--- config.mk ---
export PLATFORM = sky130hd
export DESIGN_NAME = gray_code_counter
export DESIGN_NICKNAME = d
export VERILOG_FILES = /design/src/rtl/gray_code_counter.sv
export SDC_FILE = /design/constraint.sdc
export NUM_CORES = 1
export LEC_CHECK = 0
export CAP_MARGIN = 20
export CORE_ASPECT_RATIO = 0.7
export CORE_MARGIN = 3
export CORE_UTILIZATION = 45
export CTS_CLUSTER_SIZE = 20
export DETAILED_ROUTE_END_ITERATION = 10
export PLACE_DENSITY_LB_ADDON = 0.12
export SLEW_MARGIN = 20
export SYNTH_ARGS = -nofsm -noshare
export SYNTH_HDL_FRONTEND = slang
export SYNTH_SLANG_ARGS = --single-unit
--- constraint.sdc ---
create_clock -name clk -period 2.25 [get_ports clk]
set_input_delay 0.225 -clock clk [delete_from_list [all_inputs] [get_ports clk]]
set_output_delay 0.225 -clock clk [all_outputs]
set_load 0.01 [all_outputs]
--- src/rtl/gray_code_counter.sv ---
// Registered WIDTH-bit reflected Gray sequence source with valid/ready output,
// synchronous load and wrap pulse. Define GRAY_STEP_CHECK_EN to add the sticky step_err monitor.
module gray_code_counter #(
  parameter int WIDTH = 8
) (
  input  logic             clk,
  input  logic             rst,
  input  logic             en,
  input  logic             up_dn,
  input  logic             load,
  input  logic [WIDTH-1:0] load_val,
  output logic [WIDTH-1:0] gray_out,
  output logic             out_valid,
  input  logic             out_ready,
  output logic             wrap
`ifdef GRAY_STEP_CHECK_EN
  ,
  output logic             step_err
`endif
);

  function automatic logic [WIDTH-1:0] to_gray(input logic [WIDTH-1:0] b);
    return b ^ (b >> 1);
  endfunction

  logic [WIDTH-1:0] bin_q, bin_d;
  logic [WIDTH-1:0] gray_q, gray_d;
  logic             valid_q, valid_d;
  logic             wrap_q, wrap_d;
  logic             fire;
  logic             step;
  logic [WIDTH-1:0] bin_next;
  logic             wrap_step;

  assign fire      = valid_q & out_ready;
  assign bin_next  = up_dn ? bin_q + WIDTH'(1) : bin_q - WIDTH'(1);
  // A step wraps when it leaves the all-ones code going up or the zero code going down.
  assign wrap_step = up_dn ? (&bin_q) : ~(|bin_q);

  // NOTE: every output of this block gets a default first so no path leaves a latch.
  always_comb begin
    bin_d   = bin_q;
    gray_d  = gray_q;
    valid_d = valid_q;
    wrap_d  = 1'b0;
    step    = 1'b0;
    if (load) begin
      bin_d   = load_val;
      gray_d  = to_gray(load_val);
      valid_d = 1'b1;
    end else if (fire && en) begin
      bin_d   = bin_next;
      gray_d  = to_gray(bin_next);
      wrap_d  = wrap_step;
      step    = 1'b1;
    end else if (fire) begin
      valid_d = 1'b0;
    end else if (!valid_q && en) begin
      valid_d = 1'b1;
    end
  end

  // NOTE: sequential state is updated only with non-blocking assignments.
  always_ff @(posedge clk) begin
    if (rst) begin
      bin_q   <= '0;
      gray_q  <= '0;
      valid_q <= 1'b0;
      wrap_q  <= 1'b0;
    end else begin
      bin_q   <= bin_d;
      gray_q  <= gray_d;
      valid_q <= valid_d;
      wrap_q  <= wrap_d;
    end
  end

  assign gray_out  = gray_q;
  assign out_valid = valid_q;
  assign wrap      = wrap_q;

`ifdef GRAY_STEP_CHECK_EN
  logic step_err_q, step_err_d;

  // Only counting steps are checked; loads may legally jump anywhere.
  always_comb begin
    step_err_d = step_err_q;
    if (step && ($countones(gray_d ^ gray_q) != 1))
      step_err_d = 1'b1;
  end

  always_ff @(posedge clk) begin
    if (rst) step_err_q <= 1'b0;
    else     step_err_q <= step_err_d;
  end

  assign step_err = step_err_q;
`endif

endmodule
==> qor.txt <==
Run status -> complete, no violations
CTS H-tree lvls -> 1
Post-Syn Instances -> 153
DR vias/cell -> 5.71
Final worst slack -> 0.223 ns
Worst-case clock skew -> 0.0108 ns
Post-route minimum period -> 2.03 ns
GRT Resource Usage Total -> 0.211
Synth Area in Adders -> 0.0792
Crit path launch type -> flop
Core area -> 0.00233 mm²
Largest net degree at the start of global routing -> 21
Post-synthesis mux area share -> 0
DRC -> 0
Placed cell count -> 217
Post-layout util -> 0.701
Initial antenna violation count -> 0
Post-synth top area cell -> dfxtp_1
Worst-path fanout max -> 5
Placed wire-length estimate -> 2480 µm
Fin crit share -> 0.901
Max IR drop VDD -> 0.416 mV
Hold Path Class -> flop to flop
Mean cell area of the mapped netlist -> 7.84 µm²
GP Congestion -> 0.816
Max Clk Rate -> 493 MHz
Share of cells above drive strength 1 -> 0.143
IO Pins -> 24
Register area share after synthesis -> 0.284
Vias in the first global route -> 1261
Clock Tree Buf Depth -> 2
Reg clk slew, reported paths -> 0.07 ns
Final Max Slew Viols -> 0
Post-synth top area share -> 0.284
Final non-filler cell total -> 221
Data required, critical path -> 2.43 ns
Fin. Hold Viols -> 0
Critical path class -> flop to flop
Critical Path End Type -> flop
Power per Cell Area -> 577 mW/mm²
Final wirelength -> 3340 µm
Post-Syn Nets -> 174
Post-Synth Simple-Gate Area -> 0.182
Port Buffers -> 23
Root Driver -> clkbuf_8
Die area -> 0.00333 mm²
Crit-path cells -> inv_1 > fa_1 > nand2b_1 > a21o_1 > a21boi_2 > buf_4 > xnor2_1 > o21ai_0
Final setup viols -> 0
Crit path max-delay cell type -> dfxtp_1
Xor-xnor portion of the synthesized cell area -> 0.131
Layout Nets -> 211
Leak pwr -> 0.651 nW
Measured slew at the worst slew-check pin -> 0.456 ns
Die H -> 49.2 µm
Row Count -> 14
Layout overhead on the synthesized area -> 36.1%
Worst Path Arrival -> 2.21 ns
Final ANT Viol Nets -> 0
Clock Latency Late Sink -> 0.26 ns
Yosys warning count -> 0
CTS tree -> built
Buffers & Inverters on Critical Path -> 2
Largest family of logic cells by synthesized area -> compound AO/OA/AOI/OAI gates
Post-CTS setup buffer count -> 0
Cell family with most CP delay -> compound AO/OA/AOI/OAI gates
Synth cell types -> 34
Cell Area, Synth -> 0.00120 mm²
# clock sinks -> 17
1st-pass router iterations -> 4
Synth top area cells -> dfxtp_1, xnor2_1, nor2_1
Post-synthesis register bit count -> 17
CTS Buf Count -> 3
Starting density of the core -> 0.515
Maxcap violations -> 0
Die W -> 67.7 µm
Pre-CTS setup slack -> -0.311 ns
Total vias in the final route -> 1263
Drt wl/cell -> 15.1 µm
Compound-cell area share of the yosys netlist -> 0.270
RSZ-0062 raised after global routing -> false
CP max stage delay -> 0.41 ns
DR iter-0 viols -> 103
Max-slew headroom -> 0.696
First-pass GRT wire length -> 5420 µm
Ant. Diodes -> 0
Grt ovf -> 0
==> logic make-up after synthesis <==
group                      count (synthesis)
AOI/OAI and AO/OA                         47
xor gates and xnor gates                  18
adders and majority gates                  7
buffers and inverters                     16
DFF                                       17
and+or+nand+nor                           48
==> layout make-up <==
type | instances | area, µm²
Clock buffer | 4 | 45.0
Fill cell | 190 | 697
Multi-Input combinational cell | 120 | 821
Timing Repair Buffer | 39 | 353
Tap cell | 32 | 40.0
Sequential cell | 17 | 340
Inverter | 9 | 33.8
==> power by group <==
| group | total [W] | switching [W] | internal, W |
|---|---|---|---|
| Sequential | 0.000344 | 0.0000201 | 0.000324 |
| Combinational | 0.000361 | 0.000175 | 0.000186 |
| Clock | 0.000238 | 0.000112 | 0.000126 |
| Total | 0.000943 | 0.000306 | 0.000636 |
==> layout by cell type, fill, tap and decap left out, types with 2 or more instances in the layout <==
master	netlist	final
a221oi_1	2	2
a21oi_1	15	15
buf_4	1	16
a221o_1	2	2
inv_1	9	8
dfxtp_1	17	17
o22ai_1	2	2
xor2_1	4	4
o21ai_0	7	7
o31ai_2	2	2
nand4_1	2	2
clkdlybuf4s50_1	0	22
a21o_1	2	2
nor2b_1	4	4
and3_1	2	2
nand2b_1	3	3
a211oi_1	5	5
nand2_1	8	8
ha_1	6	6
xnor2_1	14	13
clkbuf_8	0	3
nor2_1	24	24
nor4_1	2	2
a31oi_1	2	2
==> worst paths after layout <==
kind,startpoint,to,slack [ns],depth (start not counted)
max,bin_q[1],gray_out[4],0.22,8
min,out_valid,out_valid,0.50,2
max reg2reg,bin_q[1],gray_out[4],0.22,8
min reg2reg,out_valid,out_valid,0.50,2
==> worst reg2reg max path: stages, from the launching register on <==
cell	delay, ns
dfxtp_1	0.41
inv_1	0.08
fa_1	0.39
nand2b_1	0.22
a21o_1	0.22
a21boi_2	0.19
buf_4	0.15
xnor2_1	0.11
o21ai_0	0.19
==> stage by stage <==
step	area [µm²]	TNS [ns]	hold WS [ns]	power (W)
2_1_floorplan	1200	0	0.368	0.000552
3_3_place_gp	1560	-1.31	0.460	0.000679
3_5_place_dp	1560	-2.20	0.497	0.000691
4_1_cts	1620	0	0.509	0.000938
5_1_grt	1630	0	0.554	0.00100
6_report	1630	0	0.505	0.000943
==> cell usage after synthesis <==
cell type / instances
a211oi_1: 5
a311oi_1: 1
a221oi_1: 2
a2111oi_0: 1
o21a_1: 1
fa_1: 1
nand3_1: 1
o221ai_1: 1
nand4_1: 2
nor2_1: 24
o21ai_0: 7
nor3b_1: 1
ha_1: 6
a21o_1: 2
o31ai_2: 2
xnor2_1: 14
a31oi_1: 2
nand2b_1: 3
buf_4: 1
a21boi_1: 1
and3_1: 2
o31ai_1: 1
inv_1: 9
o22ai_1: 2
xor2_1: 4
a211oi_2: 2
nor4_1: 2
clkbuf_1: 6
nand2_1: 8
dfxtp_1: 17
nor3_1: 1
a21oi_1: 15
nor2b_1: 4
a221o_1: 2
==> timing repair <==
item | CTS | global route
resized for setup | 2 | 5
endpoints found under the setup margin | 3 | 8
hold buffers | 0 | 0
==> metal layers <==
metal  GRT usage  part of all wire
met1       0.242              0.44
met2       0.359              0.48
met5           0                 0
met3      0.0714             0.065
met4      0.0741             0.011
==> sequential cells by signal (all words and copies together) (netlist names) <==
register and count:
wrap 1, out_valid 1, gray_out 7, bin_q 8
Note: power is estimated with default switching activity, not from simulation.
